### src/rtl/ps2_pkg.sv
// Shared definitions for the PS/2 scancode receiver.
// Optional feature macro: PS2_PARITY_CHECK_EN enables the odd-parity check.
package ps2_pkg;

   typedef enum logic [1:0] {
      ST_IDLE   = 2'd0,
      ST_DATA   = 2'd1,
      ST_PARITY = 2'd2,
      ST_STOP   = 2'd3
   } ps2_state_t;

   localparam logic [7:0] PS2_PREFIX_EXT   = 8'hE0;
   localparam logic [7:0] PS2_PREFIX_BREAK = 8'hF0;

   // start + 8 data + parity + stop
   localparam int PS2_FRAME_LEN = 11;

   localparam int PS2_TIMEOUT_W = 17;

   // True when data bits plus parity bit hold an odd number of ones
   function automatic logic odd_parity_ok(input logic [7:0] data, input logic par);
      return ^{data, par};
   endfunction

endpackage

### src/rtl/ps2_line_filter.sv
// Conditions the raw PS/2 clock pin: 2-FF synchronizer, a FILTER_LEN-sample
// glitch filter, and a one-cycle strobe on a filtered 1->0 transition.
module ps2_line_filter #(
   parameter int FILTER_LEN = 8
) (
   input  logic clock,
   input  logic resetn,
   input  logic raw,
   output logic fall
);

   logic [1:0] sync_q;
   logic       level_q;
   logic [7:0] cnt_q;

   // Synchronize, then only follow the new level after FILTER_LEN differing samples
   always_ff @(posedge clock or negedge resetn) begin
      if (!resetn) begin
         sync_q  <= 2'b11;
         level_q <= 1'b1;
         cnt_q   <= 8'd0;
         fall    <= 1'b0;
      end else begin
         sync_q <= {sync_q[0], raw};
         fall   <= 1'b0;
         if (sync_q[1] == level_q) begin
            cnt_q <= 8'd0;
         end else if (cnt_q == 8'(FILTER_LEN - 1)) begin
            level_q <= sync_q[1];
            cnt_q   <= 8'd0;
            fall    <= level_q;
         end else begin
            cnt_q <= cnt_q + 8'd1;
         end
      end
   end

endmodule

### src/rtl/ps2_scancode_receiver.sv
// PS/2 keyboard front end: frames 11-bit packets, strips the E0/F0 prefixes
// and emits one qualified scancode event per make or break.
// Optional feature macro: PS2_PARITY_CHECK_EN (odd parity enforced when defined).
module ps2_scancode_receiver
   import ps2_pkg::*;
#(
   parameter int FILTER_LEN     = 8,
   parameter int TIMEOUT_CYCLES = 100000
) (
   input  logic       Clock,
   input  logic       Resetn,
   input  logic       PS2Clk,
   input  logic       PS2Dat,
   output logic [7:0] ScanCode,
   output logic       IsBreak,
   output logic       IsExtended,
   output logic       CodeValid,
   output logic       FrameError,
   output logic       Busy
);

   localparam logic [2:0]               LAST_BIT    = 3'(PS2_FRAME_LEN - 4);
   localparam logic [PS2_TIMEOUT_W-1:0] TIMEOUT_LIM = PS2_TIMEOUT_W'(TIMEOUT_CYCLES);

   ps2_state_t                 state;
   logic [1:0]                 dat_sync;
   logic                       fall;
   logic                       dat;
   logic [2:0]                 bit_cnt;
   logic [7:0]                 shift;
   logic [PS2_TIMEOUT_W-1:0]   tcnt;
   logic                       ext_pending;
   logic                       brk_pending;
   logic                       parity_ok;

   ps2_line_filter #(
      .FILTER_LEN(FILTER_LEN)
   ) u_clk_filter (
      .clock (Clock),
      .resetn(Resetn),
      .raw   (PS2Clk),
      .fall  (fall)
   );

   assign dat  = dat_sync[1];
   assign Busy = (state != ST_IDLE);

`ifdef PS2_PARITY_CHECK_EN
   logic parity_bit;
   assign parity_ok = odd_parity_ok(shift, parity_bit);
`else
   assign parity_ok = 1'b1;
`endif

   // Bring the data pin into the clock domain
   always_ff @(posedge Clock or negedge Resetn) begin
      if (!Resetn) begin
         dat_sync <= 2'b11;
      end else begin
         dat_sync <= {dat_sync[0], PS2Dat};
      end
   end

   // Inter-edge watchdog; a fall edge always restarts it
   always_ff @(posedge Clock or negedge Resetn) begin
      if (!Resetn) begin
         tcnt <= '0;
      end else if (fall || state == ST_IDLE) begin
         tcnt <= '0;
      end else if (tcnt != TIMEOUT_LIM) begin
         tcnt <= tcnt + 1'b1;
      end
   end

   // Frame FSM, prefix tracking and registered event outputs
   always_ff @(posedge Clock or negedge Resetn) begin
      if (!Resetn) begin
         state       <= ST_IDLE;
         bit_cnt     <= 3'd0;
         shift       <= 8'd0;
         ext_pending <= 1'b0;
         brk_pending <= 1'b0;
         ScanCode    <= 8'd0;
         IsBreak     <= 1'b0;
         IsExtended  <= 1'b0;
         CodeValid   <= 1'b0;
         FrameError  <= 1'b0;
`ifdef PS2_PARITY_CHECK_EN
         parity_bit  <= 1'b0;
`endif
      end else begin
         CodeValid  <= 1'b0;
         FrameError <= 1'b0;
         if (fall) begin
            case (state)
               ST_IDLE: begin
                  if (!dat) begin
                     state   <= ST_DATA;
                     bit_cnt <= 3'd0;
                  end
               end
               ST_DATA: begin
                  shift   <= {dat, shift[7:1]};
                  bit_cnt <= bit_cnt + 3'd1;
                  if (bit_cnt == LAST_BIT) begin
                     state <= ST_PARITY;
                  end
               end
               ST_PARITY: begin
`ifdef PS2_PARITY_CHECK_EN
                  parity_bit <= dat;
`endif
                  state <= ST_STOP;
               end
               ST_STOP: begin
                  state <= ST_IDLE;
                  if (!dat || !parity_ok) begin
                     FrameError  <= 1'b1;
                     ext_pending <= 1'b0;
                     brk_pending <= 1'b0;
                  end else if (shift == PS2_PREFIX_EXT) begin
                     ext_pending <= 1'b1;
                  end else if (shift == PS2_PREFIX_BREAK) begin
                     brk_pending <= 1'b1;
                  end else begin
                     ScanCode    <= shift;
                     IsBreak     <= brk_pending;
                     IsExtended  <= ext_pending;
                     CodeValid   <= 1'b1;
                     ext_pending <= 1'b0;
                     brk_pending <= 1'b0;
                  end
               end
               default: state <= ST_IDLE;
            endcase
         end else if (state != ST_IDLE && tcnt == TIMEOUT_LIM) begin
            state       <= ST_IDLE;
            FrameError  <= 1'b1;
            ext_pending <= 1'b0;
            brk_pending <= 1'b0;
         end
      end
   end

endmodule
### config.mk
export PLATFORM = sky130hd
export DESIGN_NAME = ps2_scancode_receiver
export DESIGN_NICKNAME = d
export VERILOG_FILES = /design/src/rtl/ps2_pkg.sv /design/src/rtl/ps2_line_filter.sv /design/src/rtl/ps2_scancode_receiver.sv
export SDC_FILE = /design/constraint.sdc
export NUM_CORES = 1
export LEC_CHECK = 0
export ABC_AREA = 1
export BUFFER_PORTS_ARGS = -buffer_cell sky130_fd_sc_hd__buf_2
export CORE_UTILIZATION = 45
export CTS_CLUSTER_DIAMETER = 120
export CTS_CLUSTER_SIZE = 12
export DETAILED_ROUTE_END_ITERATION = 16
export GPL_ROUTABILITY_DRIVEN = 0
export MAX_ROUTING_LAYER = met4
export PLACE_DENSITY = 0.73
export SYNTH_ARGS = -nofsm -noshare
export SYNTH_HDL_FRONTEND = slang
export SYNTH_HIERARCHICAL = 1
export SYNTH_SLANG_ARGS = --single-unit
### constraint.sdc
create_clock -name Clock -period 2.6 [get_ports Clock]
set_input_delay 0.26 -clock Clock [delete_from_list [all_inputs] [get_ports Clock]]
set_output_delay 0.26 -clock Clock [all_outputs]
set_load 0.05 [all_outputs]
==> run metrics, run 1 <==
clk_lat worst skew=340 ps; Nets=around 380; CP Class=flop to output port; WHS=roughly 350 ps; layout cells sized above 1=about 18%; std cell rows=28; cts hold-fix bufs=3; first-pass GRT wire length=9200 um; die area=6720 um^2; Max stage delay cell, worst path=dfrtp_1; multi-input combinational cell area=between 1000 and 1500 um^2; Worst VDD drop=approximately 0.00037 V; sequential-to-total area share from yosys stat=roughly half; Total Power=about 1.9 mW; Initial Utilization=around 47%; Power Density=582 nW/um^2; die extent in y=approximately 82 um; worst reg2reg setup slack=between 1000 and 1500 ps; #FFs+latches synth=just under 60; H-tree Lvls=3; xor/xnor share of the synthesized area=2.13%; CP arrival=roughly 1600 ps; Setup WS post-layout=a little under 800 ps; cell taking the most area after synthesis=dfrtp_1; Final period util=69.9%; final WL=between 5000 and 6000 um; 1st-iter DRT viols=between 70 and 80; Final setup viols=0; core area=~6100 um^2; largest family of logic cells by synthesized area=simple AND/OR/NAND/NOR gates; grt total ovfl=0; most frequent CP cell=inv_1; Worst Hold Launch=dat_sync[0]$_DFF_PN1_; Setup crit end kind=output port; # DRC=0; register area=roughly 1500 um^2; Hold Path End=dat_sync[1]$_DFF_PN1_; IO Pins=17; status=complete, no violations; DR vias=between 2000 and 2500; Syn Inst Count=about 340; largest net degree at the start of global routing=between 50 and 60; reg2reg start=state[0]$_DFFE_PN0P_; vias in the first global route=2127; Slew @ Worst Pin=around 360 ps; leakage power=about 1.5 nW; First-pass DRT Iterations=4; CTS Buffer Depth=2; Via density=between 4 and 5; ANT cells=0; most common cell after layout, fill and taps aside=nand2_1; CP max stage delay=~410 ps; CP bufs+invs=3; Post-Route Setup TNS=0 ps; Synth Area in Adders=4.35%; Clock Skew=7.25 ps; post-DP HPWL=3810 um; Compound-Gate Fraction of Synth Area=around 8.4%; share of the synthesized area in the top cell type=a little under half; Synth Area in Simple Gates=roughly 28%; critical-path maximum fanout=5; commonest non-fill, non-tap cells in the layout=nand2_1 (86), dfrtp_1 (53), inv_1 (39); reg-to-reg endpoint=bit_cnt[0]$_DFFE_PN0P_; Routed wire per std cell=around 12 um; min Tclk post-route=1820 ps; RSZ-0062 raised after global routing=no; CP Launch Type=flop; P&R area growth vs syn=14.0%; postcts setup bufs=0; Die X=slightly above 80 um; Num CTS Buffers=9; largest cells by area after synthesis=dfrtp_1 (46%), nand2_1 (11%), inv_1 (5.1%), nor2_1 (5.0%), dfstp_2 (4.6%); Slew Limit Headroom=approximately three quarters; post-cts gate resize count=0; GRT Total Usage=19.3%; post-route ant nets=0; CTS Sinks=58; HP Class=flop to flop; Mapped Nets=between 300 and 400; Max Clock Freq=about 550 MHz; Max Cap Viol=0; mux cell area share after synthesis=0%; Post-DP Area=roughly 3100 um^2; CTS Root Cell=clkbuf_8; crit-path cells=inv_1, ha_1, inv_1, buf_2; CTS tree=done; Fillers=between 500 and 600; WHS Path Cells=0; synthesized cell area=~2900 um^2; Critical Path RT=between 2000 and 2500 ps; YS warnings=6; final instance area=3280 um^2; max-slew violations=0; syn avg cell area=roughly 8.4 um^2; CTS clk-pin slew, worst paths=around 60 ps; cell family with most CP delay=buffers and inverters; PortBufs=16; Final Hold Viols=0; initial antenna violation count=0; distinct cell type count of the synthesized netlist=34; FF-to-FF path depth=8; Place WS=roughly 1000 ps
cells in the mapped netlist:
cell	count
nand2_1	86
dfrtp_1	53
inv_1	39
nor2_1	38
nand3_1	17
o21ai_0	14
o21ai_1	13
ha_1	10
a21oi_1	9
inv_2	7
nor2_2	6
nor3_1	6
xor2_1	6
dfstp_2	5
nor2_4	4
nand2_2	3
nand3_2	3
nor3_2	3
a21oi_2	2
nand4_1	2
o31ai_1	2
a21boi_0	1
a31oi_1	1
and3_1	1
buf_2	1
buf_6	1
clkbuf_1	1
clkinv_1	1
nand2_4	1
nand3_4	1
o211ai_1	1
o21bai_1	1
or2_0	1
xnor2_1	1
logic make-up after synthesis:
group                    after synthesis
buffers and inverters                 50
XOR/XNOR                               7
flip-flops                            58
AO/OA/AOI/OAI                         44
adder cells (fa/ha/maj)               10
AND/OR/NAND/NOR                      172
power breakdown:
group / switching [mW] / internal, mW
Clock: 0.338 / 0.492
Combinational: 0.0803 / 0.0376
Sequential: 0.0236 / 0.937
worst max path at each step:
stage,start,end,slack [ps],cells past startpoint
after global placement,state[1]$_DFFE_PN0P_,state[0]$_DFFE_PN0P_,1130,8
after floorplan,state[0]$_DFFE_PN0P_,state[0]$_DFFE_PN0P_,1090,8
final,state[0]$_DFFE_PN0P_,Busy,780,4
after CTS,state[0]$_DFFE_PN0P_,Busy,780,4
after global routing,state[0]$_DFFE_PN0P_,Busy,690,4
after detailed placement,state[0]$_DFFE_PN0P_,tcnt[0]$_DFFE_PN0P_,1040,7
per-stage QoR:
step / instances / util (%)
after floorplan: 341 / -
after detailed placement: 430 / 50.4
after CTS: 449 / 54.1
after global placement: 430 / 50.4
final: 449 / 54.1
after global routing: 449 / 54.1
sequential cells by signal, indices dropped and copies added, names as in the netlist, 2 cells and up:
name                 flops
u_clk_filter/cnt_q       8
bit_cnt                  3
state                    2
tcnt                    17
shift                    8
ScanCode                 8
u_clk_filter/sync_q      2
dat_sync                 2
worst register-to-register path: stages, from the launching register on:
cell     delay [ps]
dfrtp_1         410
inv_1           130
ha_1            320
nand2_1          80
inv_1            70
nor2_1           60
a31oi_1         250
nand2_1          80
o31ai_1          70
layer usage:
| metal | GRT usage (%) | routed length (um) | vias to the layer above |
|---|---|---|---|
| met5 | - | 0 | - |
| met2 | 28.6 | 2440 | 34 |
| met3 | 6.78 | 191 | 13 |
| li1 | - | - | 1130 |
| met1 | 23.0 | 2590 | 1018 |
| met4 | 10.4 | 122 | 0 |
layout make-up:
| type | instances | share of cell area (%) |
|---|---|---|
| clock buffer | 13 | 4.84 |
| clock inverter | 3 | 1.22 |
| inverter | 47 | 5.38 |
| multi-input combinational | 233 | 37.3 |
| sequential | 58 | 44.4 |
| tap | 75 | 2.86 |
| timing repair buffer | 20 | 3.97 |
No activity file was read; power rests on OpenSTA's default activity.
==> inputs of run 2 (changes only) <==
--- a/config.mk
+++ b/config.mk
@@ -5,7 +5,7 @@
 export SDC_FILE = /design/constraint.sdc
 export NUM_CORES = 1
 export LEC_CHECK = 0
-export ABC_AREA = 1
+export ABC_AREA = 0
 export BUFFER_PORTS_ARGS = -buffer_cell sky130_fd_sc_hd__buf_2
 export CORE_UTILIZATION = 45
 export CTS_CLUSTER_DIAMETER = 120
==> constraint.sdc (replaced) <==
create_clock -name Clock -period 1.8 [get_ports Clock]
set_input_delay 0.18 -clock Clock [delete_from_list [all_inputs] [get_ports Clock]]
set_output_delay 0.18 -clock Clock [all_outputs]
set_load 0.05 [all_outputs]
==> run 2 against run 1 <==
  * Largest power group unchanged
  * Global-route usage fell by 0.88 points
  * Core utilization grew 2.2 points
  * Combinational power rose by 66%
  * Clock power up 52%
==> run metrics, run 2 <==
Routed wire per std cell=around 14 um; most common cell after layout, fill and taps aside=dfrtp_1; RSZ-0062 raised after global routing=no; core area=roughly 5600 um^2; First-pass DRT Iterations=4; Critical Path RT=between 2000 and 2500 ps; Max Clock Freq=roughly 600 MHz; multi-input combinational cell area=1120 um^2; status=complete, no violations; number of flops mapped to enable cells by yosys=0; top-count cell post-synth=dfrtp_1; CTS Root Cell=clkbuf_8; Fillers=470; CTS clk-pin slew, worst paths=roughly 70 ps; Place WS=-23.3 ps; Power Density=slightly above 900 nW/um^2; post-route ant nets=0; Worst VDD drop=0.000574 V; ANT cells=0; largest net degree at the start of global routing=27; CP Class=flop to flop; syn avg cell area=~12 um^2; clock power share=between 40 and 50%; Flop pwr share=49.0%; CTS Buffer Depth=2; P&R area growth vs syn=19.0%; final WL=4790 um; HP Class=flop to flop; grt met1 use=about a quarter; Syn Inst Count=between 200 and 250; GRT met2 Usage=about 27%; Max Cap Viol=0; largest cells by area after synthesis=dfrtp_1 (50%), mux2_2 (6.8%), dfstp_2 (5.0%), ha_1 (4.7%), nor2_1 (3.4%); Largest register FFs=17; Post-Route Setup TNS=0 ps; postcts setup bufs=0; CTS Sinks=58; Gate power share=~6.9%; Final Hold Viols=0; first-pass GRT wire length=~8300 um; Setup crit end kind=flop; 1st-iter DRT viols=103; post-DP HPWL=between 3000 and 4000 um; Num CTS Buffers=9; CTS tree=done; Die X=just under 80 um; GRT Total Usage=between 10% and 20%; initial antenna violation count=0; GR Util met3=under 10%; final core utilization=56.3%; synthesized cell area=2640 um^2; #FFs+latches synth=58; leakage power=about 1.5 nW; sequential-to-total area share from yosys stat=between 50% and 60%; Synth top cells by count=dfrtp_1 (53), nor2_1 (24), mux2_2 (16), nand2_1 (14); H-tree Lvls=3; clk_lat worst skew=350 ps; FFs w/ async S/R, synth=between 90% and 100%; min Tclk post-route=roughly 1700 ps; std cell rows=27; Mapped Nets=240; register area=approximately 1500 um^2; Synth Flop Type=dfrtp_1; Via density=approximately 5.3; CP arrival=between 1500 and 2000 ps; YS warnings=6; Nets=280; commonest non-fill, non-tap cells in the layout=dfrtp_1 (53), nor2_1 (22), mux2_2 (16), buf_2 (16), nand2_1 (14); switching part of the total power=25.3%; PortBufs=16; Pint=around 2.1 mW; IO Pins=17; Final period util=94.5%; grt total ovfl=0; switching power=between 0.7 and 0.8 mW; Slew @ Worst Pin=591 ps; cell taking the most area after synthesis=dfrtp_1; vias in the first global route=between 1500 and 2000; Most flops, register=tcnt; critical-path maximum fanout=6; Final setup viols=0; CP Launch Type=flop; # DRC=0; die extent in y=78.6 um; distinct cell type count of the synthesized netlist=46; Slew Limit Headroom=between 60% and 70%; DR vias=about 1800; max-slew violations=0; Setup WS post-layout=just under 100 ps; Clock Skew=between 10 and 15 ps; layout cells sized above 1=28.4%; busiest layer in global routing=met2; share of the synthesized area in the top cell type=a little over 50%; die area=about 6000 um^2; Initial Utilization=a little under half
run 2: cell count changes after synthesis, moves of 4 or more:
cell     change
nor2_4       -4
nor2_2       -6
or3_1        +6
inv_2        -7
nand4_1      +4
nand2_1     -72
o21ai_0      -6
mux2_2      +16
nor2_1      -14
inv_1       -30
o21ai_1     -12
xnor2_1      +5
nand3_1      -7
run 2: layout make-up:
cell class	count	area share [%]
Timing Repair Buffer	33	7.25
Inverter	9	1.08
Clock inverter	6	2.31
Tap cell	72	2.87
Sequential cell	58	46.4
Multi-Input combinational cell	155	35.7
Clock buffer	10	4.38
run 2: kinds of logic after synthesis:
group | after synthesis | share of synthesized area (%)
DFF | 58 | 55.2
buffers and inverters | 13 | 2.47
and+or+nand+nor | 84 | 18.0
adders and majority gates | 10 | 4.74
AOI/OAI and AO/OA | 28 | 6.78
muxes | 19 | 8.16
xor gates and xnor gates | 14 | 4.65
run 2: metal layers:
layer	vias up	wire length [um]
met5	-	0
met4	0	98
met3	12	147
met2	29	2260
met1	881	2290
li1	892	-
run 2: per-stage QoR:
step	cells	hold slack (ps)	area, um^2	total power [mW]
after floorplan	226	-116	2640	1.55
after global placement	324	216	2900	1.61
after detailed placement	324	215	2900	1.62
after CTS	343	359	3140	2.90
after global routing	343	359	3140	2.99
final	343	356	3140	2.86
run 2: worst paths after layout:
check	start	end	slack, ps	cells after the start
worst max register to register	state[0]$_DFFE_PN0P_	tcnt[12]$_DFFE_PN0P_	100	6
min in group asynchronous	Resetn	tcnt[9]$_DFFE_PN0P_	370	2
worst max-delay path	state[0]$_DFFE_PN0P_	tcnt[12]$_DFFE_PN0P_	100	6
worst min register to register	u_clk_filter/sync_q[0]$_DFF_PN1_	u_clk_filter/sync_q[1]$_DFF_PN1_	360	0
max in group asynchronous	Resetn	bit_cnt[0]$_DFFE_PN0P_	870	3
worst min-delay path	u_clk_filter/sync_q[0]$_DFF_PN1_	u_clk_filter/sync_q[1]$_DFF_PN1_	360	0
run 2: timing repair:
action,CTS,global route
endpoints found under the setup margin,8,4
hold buffers,3,0
endpoints found under the hold margin,20,0
resized for setup,1,3
run 2: critical path, cell delays in order (launching register included):
cell	delay, ps
dfrtp_1	350
buf_4	120
inv_1	60
ha_1	250
or2_1	250
or4_1	510
o21ai_1	90
run 2: power groups by stage:
stage / combinational [mW] / clock (mW) / sequential, mW
after floorplan: 0.129 / 0 / 1.42
after global placement: 0.190 / 0 / 1.42
after detailed placement: 0.195 / 0 / 1.43
after CTS: 0.202 / 1.29 / 1.40
after global routing: 0.231 / 1.35 / 1.41
final: 0.196 / 1.26 / 1.40
